===== src/rtl/countdown_timer_ctrl_if.sv =====
// Command/status bundle between the game FSM (master) and the countdown timer (slave).
interface countdown_timer_ctrl_if;
   logic        start;
   logic        pause;
   logic        clear;
   logic [15:0] preset;
   logic [15:0] digits;
   logic        running;
   logic        tick;
   logic        expired;

   modport master (
      output start, pause, clear, preset,
      input  digits, running, tick, expired
   );

   modport slave (
      input  start, pause, clear, preset,
      output digits, running, tick, expired
   );
endinterface


===== src/rtl/countdown_timer_ctrl.sv =====
// 4-digit BCD countdown timer with prescaler and start/pause/clear sequencing.
// Optional AUTO_RELOAD_EN: on expiry, reload the clamped preset and keep running.
//
//   state    | meaning
//   ---------+-----------------------------------------------
//   S_IDLE   | cleared, digits 0000, waiting for start
//   S_RUN    | prescaler counting, digits decrement per tick
//   S_PAUSED | prescaler and digits held, start resumes
//   S_DONE   | count reached 0000, waiting for start/clear
module countdown_timer_ctrl #(
   parameter int PRESCALE_WIDTH = 27,
   parameter int PRESCALE_MAX   = 49999999
) (
   input  logic                    clk,
   input  logic                    reset,
   countdown_timer_ctrl_if.slave   bus
);

   typedef enum logic [1:0] {S_IDLE, S_RUN, S_PAUSED, S_DONE} state_t;

   localparam logic [PRESCALE_WIDTH-1:0] PRE_TC = PRESCALE_WIDTH'(PRESCALE_MAX);

   state_t                    state_q, state_nxt;
   logic [PRESCALE_WIDTH-1:0] pre_q, pre_nxt;
   logic [15:0]               digits_q, digits_nxt;
   logic                      running_q, running_nxt;
   logic                      tick_q, tick_nxt;
   logic                      expired_q, expired_nxt;
   logic [15:0]               preset_clamped;
   logic [15:0]               digits_dec;

   function automatic logic [15:0] clamp_bcd(input logic [15:0] v);
      logic [15:0] r;
      r = v;
      for (int i = 0; i < 4; i++)
         if (v[i*4 +: 4] > 4'd9) r[i*4 +: 4] = 4'd9;
      return r;
   endfunction

   function automatic logic [15:0] bcd_dec(input logic [15:0] v);
      logic [15:0] r;
      logic        borrow;
      r      = v;
      borrow = 1'b1;
      for (int i = 0; i < 4; i++) begin
         if (borrow) begin
            if (v[i*4 +: 4] == 4'd0) begin
               r[i*4 +: 4] = 4'd9;
            end else begin
               r[i*4 +: 4] = v[i*4 +: 4] - 4'd1;
               borrow      = 1'b0;
            end
         end
      end
      return r;
   endfunction

   assign preset_clamped = clamp_bcd(bus.preset);
   assign digits_dec     = bcd_dec(digits_q);

   always_ff @(posedge clk) begin
      if (reset) begin
         state_q   <= S_IDLE;
         pre_q     <= '0;
         digits_q  <= 16'h0000;
         running_q <= 1'b0;
         tick_q    <= 1'b0;
         expired_q <= 1'b0;
      end else begin
         state_q   <= state_nxt;
         pre_q     <= pre_nxt;
         digits_q  <= digits_nxt;
         running_q <= running_nxt;
         tick_q    <= tick_nxt;
         expired_q <= expired_nxt;
      end
   end

   always_comb begin
      state_nxt   = state_q;
      pre_nxt     = pre_q;
      digits_nxt  = digits_q;
      tick_nxt    = 1'b0;
      expired_nxt = 1'b0;

      if (bus.clear) begin
         state_nxt  = S_IDLE;
         pre_nxt    = '0;
         digits_nxt = 16'h0000;
      end else begin
         case (state_q)
            S_IDLE, S_DONE: begin
               pre_nxt = '0;
               if (bus.start) begin
                  digits_nxt = preset_clamped;
                  if (preset_clamped == 16'h0000) begin
                     state_nxt   = S_DONE;
                     expired_nxt = 1'b1;
                  end else begin
                     state_nxt = S_RUN;
                  end
               end
            end
            S_RUN: begin
               if (pre_q == PRE_TC) begin
                  // Terminal cycle decrements even when pause arrives on it.
                  pre_nxt    = '0;
                  digits_nxt = digits_dec;
                  tick_nxt   = 1'b1;
                  if (digits_dec == 16'h0000) begin
                     expired_nxt = 1'b1;
`ifdef AUTO_RELOAD_EN
                     if (preset_clamped != 16'h0000) begin
                        digits_nxt = preset_clamped;
                        state_nxt  = S_RUN;
                     end else begin
                        state_nxt = S_DONE;
                     end
`else
                     state_nxt = S_DONE;
`endif
                  end else if (bus.pause) begin
                     state_nxt = S_PAUSED;
                  end
               end else if (bus.pause) begin
                  state_nxt = S_PAUSED;
               end else begin
                  pre_nxt = pre_q + PRESCALE_WIDTH'(1);
               end
            end
            S_PAUSED: begin
               if (bus.start) state_nxt = S_RUN;
            end
            default: begin
               state_nxt = S_IDLE;
            end
         endcase
      end

      running_nxt = (state_nxt == S_RUN);
   end

   assign bus.digits  = digits_q;
   assign bus.running = running_q;
   assign bus.tick    = tick_q;
   assign bus.expired = expired_q;

endmodule


===== src/flat_wrapper.sv =====
// flat-port wrapper written by rule: the top's interface ports become plain ports
module countdown_timer_ctrl_flat 
#(
   parameter int PRESCALE_WIDTH = 27,
   parameter int PRESCALE_MAX   = 49999999
)
  (clk, reset, bus_start, bus_pause, bus_clear, bus_preset, bus_digits, bus_running, bus_tick, bus_expired);
  countdown_timer_ctrl_if bus_i ();
  input  logic clk;
  input  logic reset;
  input wire logic [$bits(bus_i.start)-1:0] bus_start;
  input wire logic [$bits(bus_i.pause)-1:0] bus_pause;
  input wire logic [$bits(bus_i.clear)-1:0] bus_clear;
  input wire logic [$bits(bus_i.preset)-1:0] bus_preset;
  output wire logic [$bits(bus_i.digits)-1:0] bus_digits;
  output wire logic [$bits(bus_i.running)-1:0] bus_running;
  output wire logic [$bits(bus_i.tick)-1:0] bus_tick;
  output wire logic [$bits(bus_i.expired)-1:0] bus_expired;
  assign bus_i.start = bus_start;
  assign bus_i.pause = bus_pause;
  assign bus_i.clear = bus_clear;
  assign bus_i.preset = bus_preset;
  assign bus_digits = bus_i.digits;
  assign bus_running = bus_i.running;
  assign bus_tick = bus_i.tick;
  assign bus_expired = bus_i.expired;
  countdown_timer_ctrl #(.PRESCALE_WIDTH(PRESCALE_WIDTH), .PRESCALE_MAX(PRESCALE_MAX)) u_core (.clk(clk), .reset(reset), .bus(bus_i));
endmodule

===== config.mk =====
export PLATFORM = sky130hd
export DESIGN_NAME = countdown_timer_ctrl_flat
export DESIGN_NICKNAME = d
export VERILOG_FILES = /design/src/rtl/countdown_timer_ctrl_if.sv /design/src/rtl/countdown_timer_ctrl.sv /design/src/flat_wrapper.sv
export SDC_FILE = /design/constraint.sdc
export NUM_CORES = 1
export LEC_CHECK = 0
export BUFFER_PORTS_ARGS = -buffer_cell sky130_fd_sc_hd__buf_2
export CAP_MARGIN = 20
export CORE_MARGIN = 2
export CORE_UTILIZATION = 58
export DETAILED_ROUTE_END_ITERATION = 6
export GPL_ROUTABILITY_DRIVEN = 0
export MAX_ROUTING_LAYER = met4
export PLACE_DENSITY = 0.83
export SLEW_MARGIN = 40
export SYNTH_ARGS = -nofsm -noshare
export SYNTH_HDL_FRONTEND = slang
export SYNTH_SLANG_ARGS = --single-unit

===== constraint.sdc =====
create_clock -name clk -period 2.9 [get_ports clk]
set_input_delay 0 -clock clk [delete_from_list [all_inputs] [get_ports clk]]
set_output_delay 0 -clock clk [all_outputs]
set_load 0.01 [all_outputs]

* Word-level counts from Yosys, hierarchy flattened
Cells that the tools add are included.
** Storage, ports and cells
- Bits in registers :: 48
- Bits of input ports :: 21
- Output and inout port bits :: 19
- Logic and storage cells :: 73
** Operators by class
- Add/sub/neg operators :: 5
- Magnitude comparators :: 4
- Eq/ne operators :: 8
- Mux-type cells :: 36
- Bitwise gates (word level) :: 1
- Reduce and logical (&&, ||, !) cells :: 13
** Operators with widths (number)
- $mux W27 :: 2
- $pmux W27 S2 :: 1
- $mux W4 :: 11
- $logic_not A16 Y1 :: 2
- $mux W16 :: 2
- $pmux W16 S2 :: 1
- $add A27 B1 Y27 const B :: 1
- $eq A27 B26 Y1 const B :: 1
- $gt A4 B4 Y1 const B :: 4
- $logic_not A4 Y1 :: 4
- $sub A4 B1 Y4 const B :: 4
- $mux W2 :: 7
- $mux W1 :: 10
- $pmux W2 S3 :: 1
- $eq A2 B1 Y1 const B :: 2
- $eq A2 B2 Y1 const B :: 2
- $reduce_or A2 Y1 :: 2
- $ne A3 B2 Y1 const B :: 1
- $reduce_and A3 Y1 :: 1
- $reduce_or A3 Y1 :: 1
- $logic_not A2 Y1 :: 1
- $ne A2 B1 Y1 const B :: 1
- $ne A2 B2 Y1 const B :: 1
- $pmux W1 S2 :: 1
- other kinds (3) :: 3

* Longest topological paths before layout
Gate-level depths: netlist of the first run.
- Word-level depth :: 11
- Depth in mapped cells :: 8
- Depth with buffers taken out :: 7

* Worst setup path before layout of the first run
No wires, ideal clock.
- Path type :: register to register
- Start :: reg u_core.digits_q[2], in the netlist u_core.bus.digits[2]
- End :: reg u_core.digits_q[12], in the netlist u_core.bus.digits[12]
- Setup time :: 0.086 ns
- Data arrival time :: 2.213 ns
- Required time :: 2.814 ns
- Path slack :: 0.600 ns
- Stages on the path, launching flop included :: 8
- Buffers on the path :: 2
- Clock period less this slack :: 2.300 ns
- Cell sequence :: dfxtp_1 > buf_6 > or4_4 > buf_6 > or4b_4 > nor4_4 > o21ai_2 > a221oi_2
** On the way
- Longest elaborated chain between the ends :: 7
** Ends and longest elaborated chain
- start: declaration :: line countdown_timer_ctrl.sv:25 : logic [15:0] digits_q, digits_nxt;
- start signal: assignment :: line countdown_timer_ctrl.sv:72 : digits_q <= digits_nxt;
- $logic_not A4 Y1 :: line countdown_timer_ctrl.sv:47 : if (v[i*4 +: 4] == 4'd0) begin
- $mux W1 :: line countdown_timer_ctrl.sv:47
- $mux W1 (2 in series) :: line countdown_timer_ctrl.sv:46 : if (borrow) begin
- $mux W4 :: line countdown_timer_ctrl.sv:46
- $mux W16 :: line countdown_timer_ctrl.sv:105 : if (pre_q == PRE_TC) begin
- $pmux W16 S2 :: line countdown_timer_ctrl.sv:91 : case (state_q)
No other way between the ends. The select of a mux whose other input is x is not followed.
A chain may end at the register's enable or synchronous reset.

* Final worst setup path of the first run
- Start :: reg u_core.pre_q[23]
- End :: reg u_core.pre_q[9]
** On the way
- Longest elaborated chain between the ends :: 3
** Ends and longest elaborated chain
- start: declaration :: line countdown_timer_ctrl.sv:24 : logic [PRESCALE_WIDTH-1:0] pre_q, pre_nxt;
- start signal: assignment :: line countdown_timer_ctrl.sv:71 : pre_q <= pre_nxt;
- $eq A27 B26 Y1 (*) :: line countdown_timer_ctrl.sv:105
- $mux W27 or $ne A3 B2 Y1 (tied branches)
- $pmux W27 S2 or $reduce_and A2 Y1 (tied branches)
Mark *: on every way between the ends. The rest lies on a longest branch, timed or not.

==> flow_summary.ini, run 1 <==
[die]
die_x_um = 77.2
die_area_sq_mm = 0.00596
dieHeight_um = 77.2
rows = 26
core_region_area_sq_mm = 0.00514
initial_core_util_pct = 60.5
ioPinCount = 40

[worst_setup_path]
critPathArrivalTime_ns = 2.80
crit_path_end_kind = flop
slowest_stage = or4b_2
critPathMaxStageDelay_ns = 0.66
cp.required_ns = 3.14
crit_type = flop to flop
worstPathMaxFanout = 34
startpoint_type = flop
cp_cell_sequence = nor4bb_1 > nand4_1 > o21a_1 > buf_4 > or4b_2 > a21oi_1

[timing]
setup_viol = 0
worst_pin_slew_ns = 0.631
rsz0062_at_grt = no
finalWorstSetupSlack_ns = 0.344
tns_ns = 0
fin_crit_sh_pct = 88.1
drv_slew = 0
fin_hold_ws_ns = 0.0480
post-route-min-period_ns = 2.56
hold_viol_final = 0
maxSlewHeadroom_pct = 57.8
fmax_mhz = 391
fin_worst_skew_ns = 0.0101

[clocking]
hold_buffers = 1
htreeDepth = 2
clock-sinks = 48
clk_root_buffer_cell = clkbuf_8
numCtsBuffers = 5
clk_pin_slew_ns = 0.10
worstSkewPairLatency_ns = 0.31
clk_path_buf_depth = 2
cts_resized = 0
post_cts_buffers = 0
cts_tree = built

[layout]
fillers = 441
area_growth_pct = 13.7
fin_area_sq_mm = 0.00354
nNetsFinal = 450
multi_input_area_sq_mm = 0.00201
seqCellArea_sq_um = 961
fin_cells = 497
n_antenna_cell = 0
drive_above_1_share_pct = 18.3

[synthesis]
syn_area_sq_mm = 0.00311
synth_edf_count = 0
syn_avg_cell_area_sq_um = 7.91
ys_ff_latch = 48
yosysWarnings = 0
synthCells = 393
syn-num-nets = 417
synth-seq-area-share_pct = 30.9
yosysUniqueCellTypes = 57
yosys_most_used_dff = dfxtp_1
async_reset_ff_share_pct = 0

[routing]
vias = 3384
drtIter0Drc = 305
viasPerCell = 6.81
wl_per_cell_um = 17.4
drcViolationCount = 0
postRouteAntennaNets = 0
firstDrtPassIters = 7
totalWireLength_mm = 8.63

[placement]
postPlaceCellArea_sq_mm = 0.00337
placed_cells = 488
io_buffer_count = 39
place_hpwl_mm = 5.97
pre_cts_ws_ns = 0.473

[global_routing]
track_usage_pct = 29.8
grt_max_degree = 35
grt_pass1_vias = 2907
antenna_found_initial = 0
grt_overflow_total = 0
grt_pass1_wl_mm = 14.1

[power_and_ir_drop]
powerDensity_mw_per_mm2 = 470
p_leak_uw = 0.00121
peakVddDrop_mv = 0.354

[status]
status = completed

[job]
drv_cap = 0

[worst_hold_path]
hold_path_class = input pin to flop
-- critical path, delay by kind of cell (launching register included) --
| kind | cells | cell delay, ns |
|---|---|---|
| AND/OR/NAND/NOR | 3 | 1.36 |
| flip-flops | 1 | 0.44 |
| AO/OA/AOI/OAI | 2 | 0.45 |
| buffers and inverters | 1 | 0.23 |
-- cells in the final DEF (no fill, tap or decap), types with 7 or more instances in the layout --
cell type	count
nand2_1	25
o21ai_0	24
buf_4	11
buf_2	39
nor3_1	11
o31ai_1	16
and4_1	7
nor4_1	13
nand4b_1	7
inv_1	9
nand4_1	10
and3_1	7
dfxtp_1	48
nand3_1	13
nor2_1	21
a21oi_1	45
or4_1	16
a211oi_1	8
-- final timing paths --
kind | to | slack [ns] | startpoint | cells past startpoint
min reg2reg | u_core.pre_q[5]$_SDFFE_PP0P_ | 0.50 | u_core.pre_q[5]$_SDFFE_PP0P_ | 2
max | u_core.pre_q[9]$_SDFFE_PP0P_ | 0.34 | u_core.pre_q[23]$_SDFFE_PP0P_ | 6
min | u_core.pre_q[0]$_SDFFE_PP0P_ | 0.05 | bus_pause | 4
max reg2reg | u_core.pre_q[9]$_SDFFE_PP0P_ | 0.34 | u_core.pre_q[23]$_SDFFE_PP0P_ | 6
-- flip-flops by register name, summed over array words and instances (netlist names) --
signal	flops
u_core.pre_q	27
u_core.bus.digits	16
u_core.state_q	2
u_core.bus.expired	1
u_core.bus.running	1
u_core.bus.tick	1
-- synthesized netlist by cell type (5+ instances only) --
master / count / area [sq um]
o21a_1: 5 / 37.5
nand4b_1: 7 / 61.3
and4_1: 7 / 61.3
o21ai_0: 24 / 120
or4_1: 16 / 120
and3_1: 7 / 43.8
clkbuf_1: 23 / 86.3
nor2_1: 21 / 78.8
a21oi_1: 45 / 225
nor4_1: 13 / 81.3
a211oi_1: 8 / 60.1
nand3_1: 13 / 65.1
o41ai_1: 5 / 43.8
nand4_1: 10 / 62.6
inv_1: 9 / 33.8
nor3_1: 11 / 55.1
dfxtp_1: 48 / 961
o31ai_1: 16 / 120
nor3b_1: 5 / 37.5
nand3b_1: 5 / 37.5
nand2_1: 25 / 93.8
-- where the power goes --
group,internal [uW],switching (uW)
logic,120,173
clock network,431,241
registers,673,23.9
total,1220,437
-- final cells by class --
| cell class | count | share of cell area (%) |
|---|---|---|
| inverter | 9 | 0.955 |
| tap | 70 | 2.48 |
| clock buffer | 5 | 1.95 |
| timing repair buffer | 51 | 8.14 |
| multi-input combinational | 311 | 56.8 |
| sequential | 48 | 27.2 |
| clock inverter | 3 | 2.55 |
-- routing by layer --
layer | vias to the layer above | wire (um) | track usage, %
li1 | 1612 | - | -
met1 | 1605 | 3910 | 41.1
met2 | 147 | 3990 | 45.0
met3 | 20 | 577 | 4.35
met4 | 0 | 149 | 9.46
met5 | - | 0 | -
-- logic make-up after synthesis --
group	count (synthesis)	synth area share (%)
AOI/OAI and AO/OA	133	27.2
and+or+nand+nor	167	33.4
DFF	48	30.9
muxes	7	2.41
adders and majority gates	3	1.21
xor gates and xnor gates	1	0.282
buffers and inverters	34	4.59
-- stage by stage --
stage                     utilization [%]  total power, uW
final                                68.8             1660
after global routing                 68.8             1720
after CTS                            68.8             1660
after detailed placement             65.5              996
after global placement               65.5              992
after floorplan                         -              912
Power figures use the tool's default switching activity.
==> inputs of run 2 (changes only) <==
--- a/config.mk
+++ b/config.mk
@@ -8,11 +8,13 @@
 export BUFFER_PORTS_ARGS = -buffer_cell sky130_fd_sc_hd__buf_2
 export CAP_MARGIN = 20
 export CORE_MARGIN = 2
-export CORE_UTILIZATION = 58
+export CORE_UTILIZATION = 60
+export CTS_BUF_LIST = sky130_fd_sc_hd__clkbuf_2 sky130_fd_sc_hd__clkbuf_4 sky130_fd_sc_hd__clkbuf_8
 export DETAILED_ROUTE_END_ITERATION = 6
 export GPL_ROUTABILITY_DRIVEN = 0
 export MAX_ROUTING_LAYER = met4
-export PLACE_DENSITY = 0.83
+export PLACE_DENSITY = 0.85
+export SKIP_LAST_GASP = 1
 export SLEW_MARGIN = 40
 export SYNTH_ARGS = -nofsm -noshare
 export SYNTH_HDL_FRONTEND = slang
==> run 2 against run 1 <==
Total power fell by 14%. Combinational power is essentially flat. Clock power down 35%. Hold slack got worse by 0.0076 ns. Sequential share of layout area up 0.52 points. Cell area shrank 1.9%. Fmax up 3.0%. Clock skew up 0.0015 ns.
==> flow_summary.ini, run 2 (same netlist as run 1, synthesis figures left out) <==
[global_routing]
grt_use_met1_pct = 41.1
grt_max_degree = 35
grt_pass1_vias = 2960
grtUsageMet2_pct = 45.8
grt-busiest-layer = met2
use_met3_pct = 6.04
track_usage_pct = 30.1
antenna_found_initial = 0
grt_overflow_total = 0
grt_pass1_wl_mm = 14.1

[die]
die_x_um = 76
rows = 26
initial_core_util_pct = 61.7
dieHeight_um = 76
core_region_area_sq_mm = 0.00504
ioPinCount = 40
die_area_sq_mm = 0.00578

[worst_setup_path]
critPathMaxStageDelay_ns = 0.65
regToRegSetupSlack_ns = 0.42
crit_family = simple AND/OR/NAND/NOR gates
worstPathMaxFanout = 34
startpoint_type = flop
slowest_stage = or4b_2
crit_cells = 6
crit_path_end_kind = flop
cp.required_ns = 3.15
reg2reg_depth = 6
worstReg2RegStart = u_core.pre_q[23]$_SDFFE_PP0P_
cp_cell_sequence = nor4bb_1 > nand4_1 > o21a_1 > buf_4 > or4b_2 > a21oi_1
setup.worst_path.start = u_core.pre_q[23]$_SDFFE_PP0P_
critPathArrivalTime_ns = 2.73
path_buf_inv = 1
r2r_end = u_core.pre_q[9]$_SDFFE_PP0P_
crit_type = flop to flop
endpoint = u_core.pre_q[9]$_SDFFE_PP0P_

[timing]
drv_slew = 0
fin_worst_skew_ns = 0.0116
setup_viol = 0
tns_ns = 0
post-route-min-period_ns = 2.48
fin_crit_sh_pct = 85.5
maxSlewHeadroom_pct = 56.1
finalWorstSetupSlack_ns = 0.419
hold_viol_final = 0
worst_pin_slew_ns = 0.657
rsz0062_at_grt = no
fmax_mhz = 403

[layout]
final_common_cell = dfxtp_1
fillers = 407
drive_above_1_share_pct = 18.3
n_antenna_cell = 0
largest-register = u_core.pre_q
fin_cells = 496
largest_register_ffs = 27
layout_common_cells = dfxtp_1 (48), a21oi_1 (45), buf_2 (39)
nNetsFinal = 449
area_growth_pct = 11.5
multi_input_area_sq_mm = 0.00201
seqCellArea_sq_um = 961

[placement]
placed_cells = 487
io_buffer_count = 39
pre_cts_ws_ns = 0.541
place_hpwl_mm = 5.83

[clocking]
clk_pin_slew_ns = 0.10
cts_tree = built
clock-sinks = 48
numCtsBuffers = 5
post_cts_buffers = 0
htreeDepth = 2
clk_path_buf_depth = 2
worstSkewPairLatency_ns = 0.31
clk_root_buffer_cell = clkbuf_8

[routing]
drcViolationCount = 0
firstDrtPassIters = 5
viasPerCell = 6.72
totalWireLength_mm = 8.42
vias = 3335
postRouteAntennaNets = 0
wl_per_cell_um = 17.0
drtIter0Drc = 375

[power_and_ir_drop]
powerDensity_mw_per_mm2 = 412
peakVddDrop_mv = 0.247
p_leak_uw = 0.00116

[worst_hold_path]
hold_path_class = input pin to flop

[job]
drv_cap = 0

[status]
status = completed
run 2: cell types whose count changed in the layout (fill, tap and decap cells not counted), sizes merged:
cell	previous run	this run
bufinv	3	0
clkinvlp	0	2
buf	50	49
clkbuf	5	6
run 2: tightest hold or removal path, stage by stage:
cell     delay (ns)
buf_2          0.10
nor2_1         0.05
xnor2_1        0.13
nor2_1         0.04
run 2: repair_timing:
action / in CTS / in global routing
gates resized for setup: 0 / 0
endpoints found under the hold margin: 1 / 0
hold buffers: 1 / 0
run 2: where the power goes:
group	switching [uW]	total, uW	internal (uW)
clock network	247	440	194
registers	24.1	698	673
logic	173	293	120
run 2: area by class of cell:
type,instances,area share [%]
Sequential cell,48,27.7
Tap cell,70,2.52
Clock inverter,2,0.433
Multi-Input combinational cell,311,57.9
Timing Repair Buffer,50,8.08
Inverter,9,0.974
Clock buffer,6,2.38
run 2: metal layers:
layer  routed length (um)  part of all wire (%)
met4                  159                   1.9
met5                    0                     0
met3                  558                   6.6
met2                 3790                    45
met1                 3910                    46
run 2: stage by stage:
stage | instance area [sq um] | total power [uW] | util [%] | hold slack (ns)
after detailed placement | 3360 | 995 | 66.6 | 0.305
after global routing | 3470 | 1490 | 68.8 | 0.0591
after global placement | 3360 | 990 | 66.6 | 0.303
after floorplan | 3110 | 912 | - | 0.160
after CTS | 3470 | 1420 | 68.8 | 0.0441
final | 3470 | 1430 | 68.8 | 0.0404
run 2: worst min path at each step:
| stage | from | endpoint | slack [ns] | cells past startpoint |
|---|---|---|---|---|
| after floorplan | bus_preset[14] | u_core.bus.digits[14]$_SDFFE_PP0P_ | 0.16 | 2 |
| after global placement | bus_preset[14] | u_core.bus.digits[14]$_SDFFE_PP0P_ | 0.30 | 3 |
| after detailed placement | bus_preset[14] | u_core.bus.digits[14]$_SDFFE_PP0P_ | 0.30 | 3 |
| after CTS | bus_preset[15] | u_core.bus.digits[14]$_SDFFE_PP0P_ | 0.04 | 4 |
| after global routing | bus_pause | u_core.pre_q[0]$_SDFFE_PP0P_ | 0.06 | 4 |
| final | bus_pause | u_core.pre_q[0]$_SDFFE_PP0P_ | 0.04 | 4 |
==> inputs of run 3 (changes only) <==
--- a/config.mk
+++ b/config.mk
@@ -7,7 +7,7 @@
 export LEC_CHECK = 0
 export BUFFER_PORTS_ARGS = -buffer_cell sky130_fd_sc_hd__buf_2
 export CAP_MARGIN = 20
-export CORE_MARGIN = 2
+export CORE_MARGIN = 4
 export CORE_UTILIZATION = 60
 export CTS_BUF_LIST = sky130_fd_sc_hd__clkbuf_2 sky130_fd_sc_hd__clkbuf_4 sky130_fd_sc_hd__clkbuf_8
 export DETAILED_ROUTE_END_ITERATION = 6
==> run 3 against run 2 <==
Critical path depth unchanged. Register-to-register slack improved by 0.07 ns. Global-route usage fell by 1.2 points. Die area is 11% higher. Hold slack improved by 0.0022 ns. Clock power down 1%. First-iteration DRC count up 30%. Cell count decreased by 0.40%. Critical path type unchanged. Sequential share of layout area is essentially flat. Critical endpoint is now u_core.pre_q[14]$_SDFFE_PP0P_.
==> flow_summary.ini, run 3 (same netlist as run 1, synthesis figures left out) <==
[status]
status = completed

[clocking]
clk_path_buf_depth = 2
clock-sinks = 48
clk_root_buffer_cell = clkbuf_8
post_cts_buffers = 0
clk_pin_slew_ns = 0.10
worstSkewPairLatency_ns = 0.30
numCtsBuffers = 5
cts_tree = built
htreeDepth = 2
cts_resized = 0
hold_buffers = 1

[timing]
tns_ns = 0
maxSlewHeadroom_pct = 46.9
fin_worst_skew_ns = 0.00865
worst_pin_slew_ns = 0.796
drv_slew = 0
hold_viol_final = 0
post-route-min-period_ns = 2.41
rsz0062_at_grt = no
fin_hold_ws_ns = 0.0427
fmax_mhz = 415
fin_crit_sh_pct = 83.1
setup_viol = 0

[worst_setup_path]
slowest_stage = or4b_2
critPathMaxStageDelay_ns = 0.61
crit_type = flop to flop
cp.required_ns = 3.14
crit_path_end_kind = flop
cp_cell_sequence = nor4bb_1 > nand4_1 > o21a_1 > buf_4 > or4b_2 > a21oi_1
regToRegSetupSlack_ns = 0.49
worstPathMaxFanout = 20
critPathArrivalTime_ns = 2.65
startpoint_type = flop

[layout]
fin_cells = 494
drive_above_1_share_pct = 18.3
layout_common_cells = dfxtp_1 (48), a21oi_1 (45), buf_2 (39)
fillers = 402
area_growth_pct = 11.6
n_antenna_cell = 0
final_common_cell = dfxtp_1
fin_area_sq_mm = 0.00347
largest_register_ffs = 27
nNetsFinal = 450
largest-register = u_core.pre_q

[routing]
postRouteAntennaNets = 0
firstDrtPassIters = 6
wl_per_cell_um = 17.3
drtIter0Drc = 487
drcViolationCount = 0
viasPerCell = 6.81
vias = 3362
totalWireLength_mm = 8.56

[placement]
placed_cells = 485
io_buffer_count = 39
place_hpwl_mm = 5.95
postPlaceCellArea_sq_mm = 0.00336

[global_routing]
antenna_found_initial = 0
track_usage_pct = 29.0
grt_overflow_total = 0
grt_pass1_vias = 3083
grt_pass1_wl_mm = 14.6
grt_max_degree = 25

[die]
die_area_sq_mm = 0.00640
initial_core_util_pct = 63.7
ioPinCount = 40
die_x_um = 80
rows = 25
core_region_area_sq_mm = 0.00488
dieHeight_um = 80

[power_and_ir_drop]
finalPower_uw = 1430
peakVddDrop_mv = 0.311
powerDensity_mw_per_mm2 = 411
p_leak_uw = 0.00117

[job]
drv_cap = 0

[worst_hold_path]
hold_path_class = input pin to flop
run 3: cell count changes in the layout (fill, tap and decap cells not counted):
| cell | change |
|---|---|
| buf_4 | +1 |
| ha_2 | -1 |
| ha_1 | +1 |
run 3: worst paths after layout:
check,startpoint,cells past startpoint,end
worst min register to register,u_core.pre_q[6]$_SDFFE_PP0P_,2,u_core.pre_q[6]$_SDFFE_PP0P_
worst max-delay path,u_core.pre_q[23]$_SDFFE_PP0P_,6,u_core.pre_q[14]$_SDFFE_PP0P_
worst min-delay path,bus_pause,4,u_core.pre_q[0]$_SDFFE_PP0P_
worst max register to register,u_core.pre_q[23]$_SDFFE_PP0P_,6,u_core.pre_q[14]$_SDFFE_PP0P_
run 3: per-layer routing:
layer	vias to the layer above	track usage, %	share of wire [%]
met3	19	5.64	7.9
li1	1610	-	-
met4	0	8.28	1.4
met2	151	43.0	46
met5	-	-	0
met1	1582	40.1	45
run 3: area by class of cell:
cell class | instances | area [sq um] | area share (%)
Clock buffer | 6 | 82.6 | 2.38
Inverter | 9 | 33.8 | 0.973
Sequential cell | 48 | 961 | 27.7
Clock inverter | 2 | 15.0 | 0.433
Tap cell | 67 | 83.8 | 2.42
Timing Repair Buffer | 51 | 288 | 8.29
Multi-Input combinational cell | 311 | 2010 | 57.8
run 3: where the power goes:
part | switching (uW) | leakage [uW] | internal, uW
Clock | 240 | 0.0000434 | 194
Sequential | 23.8 | 0.000389 | 673
Combinational | 173 | 0.000738 | 120
Total | 438 | 0.00117 | 987
run 3: per-stage QoR:
| stage | setup slack [ns] | util [%] |
|---|---|---|
| final | 0.489 | 71.1 |
| after global placement | 0.596 | 68.9 |
| after global routing | 0.231 | 71.1 |
| after detailed placement | 0.553 | 68.9 |
| after CTS | 0.529 | 71.1 |
| after floorplan | 0.600 | - |
run 3: worst max-delay path, delay by kind of cell, from the launching register on:
kind	cells	cell delay (ns)
flops	1	0.44
compound gates	2	0.44
buf+inv	1	0.20
simple gates	3	1.27
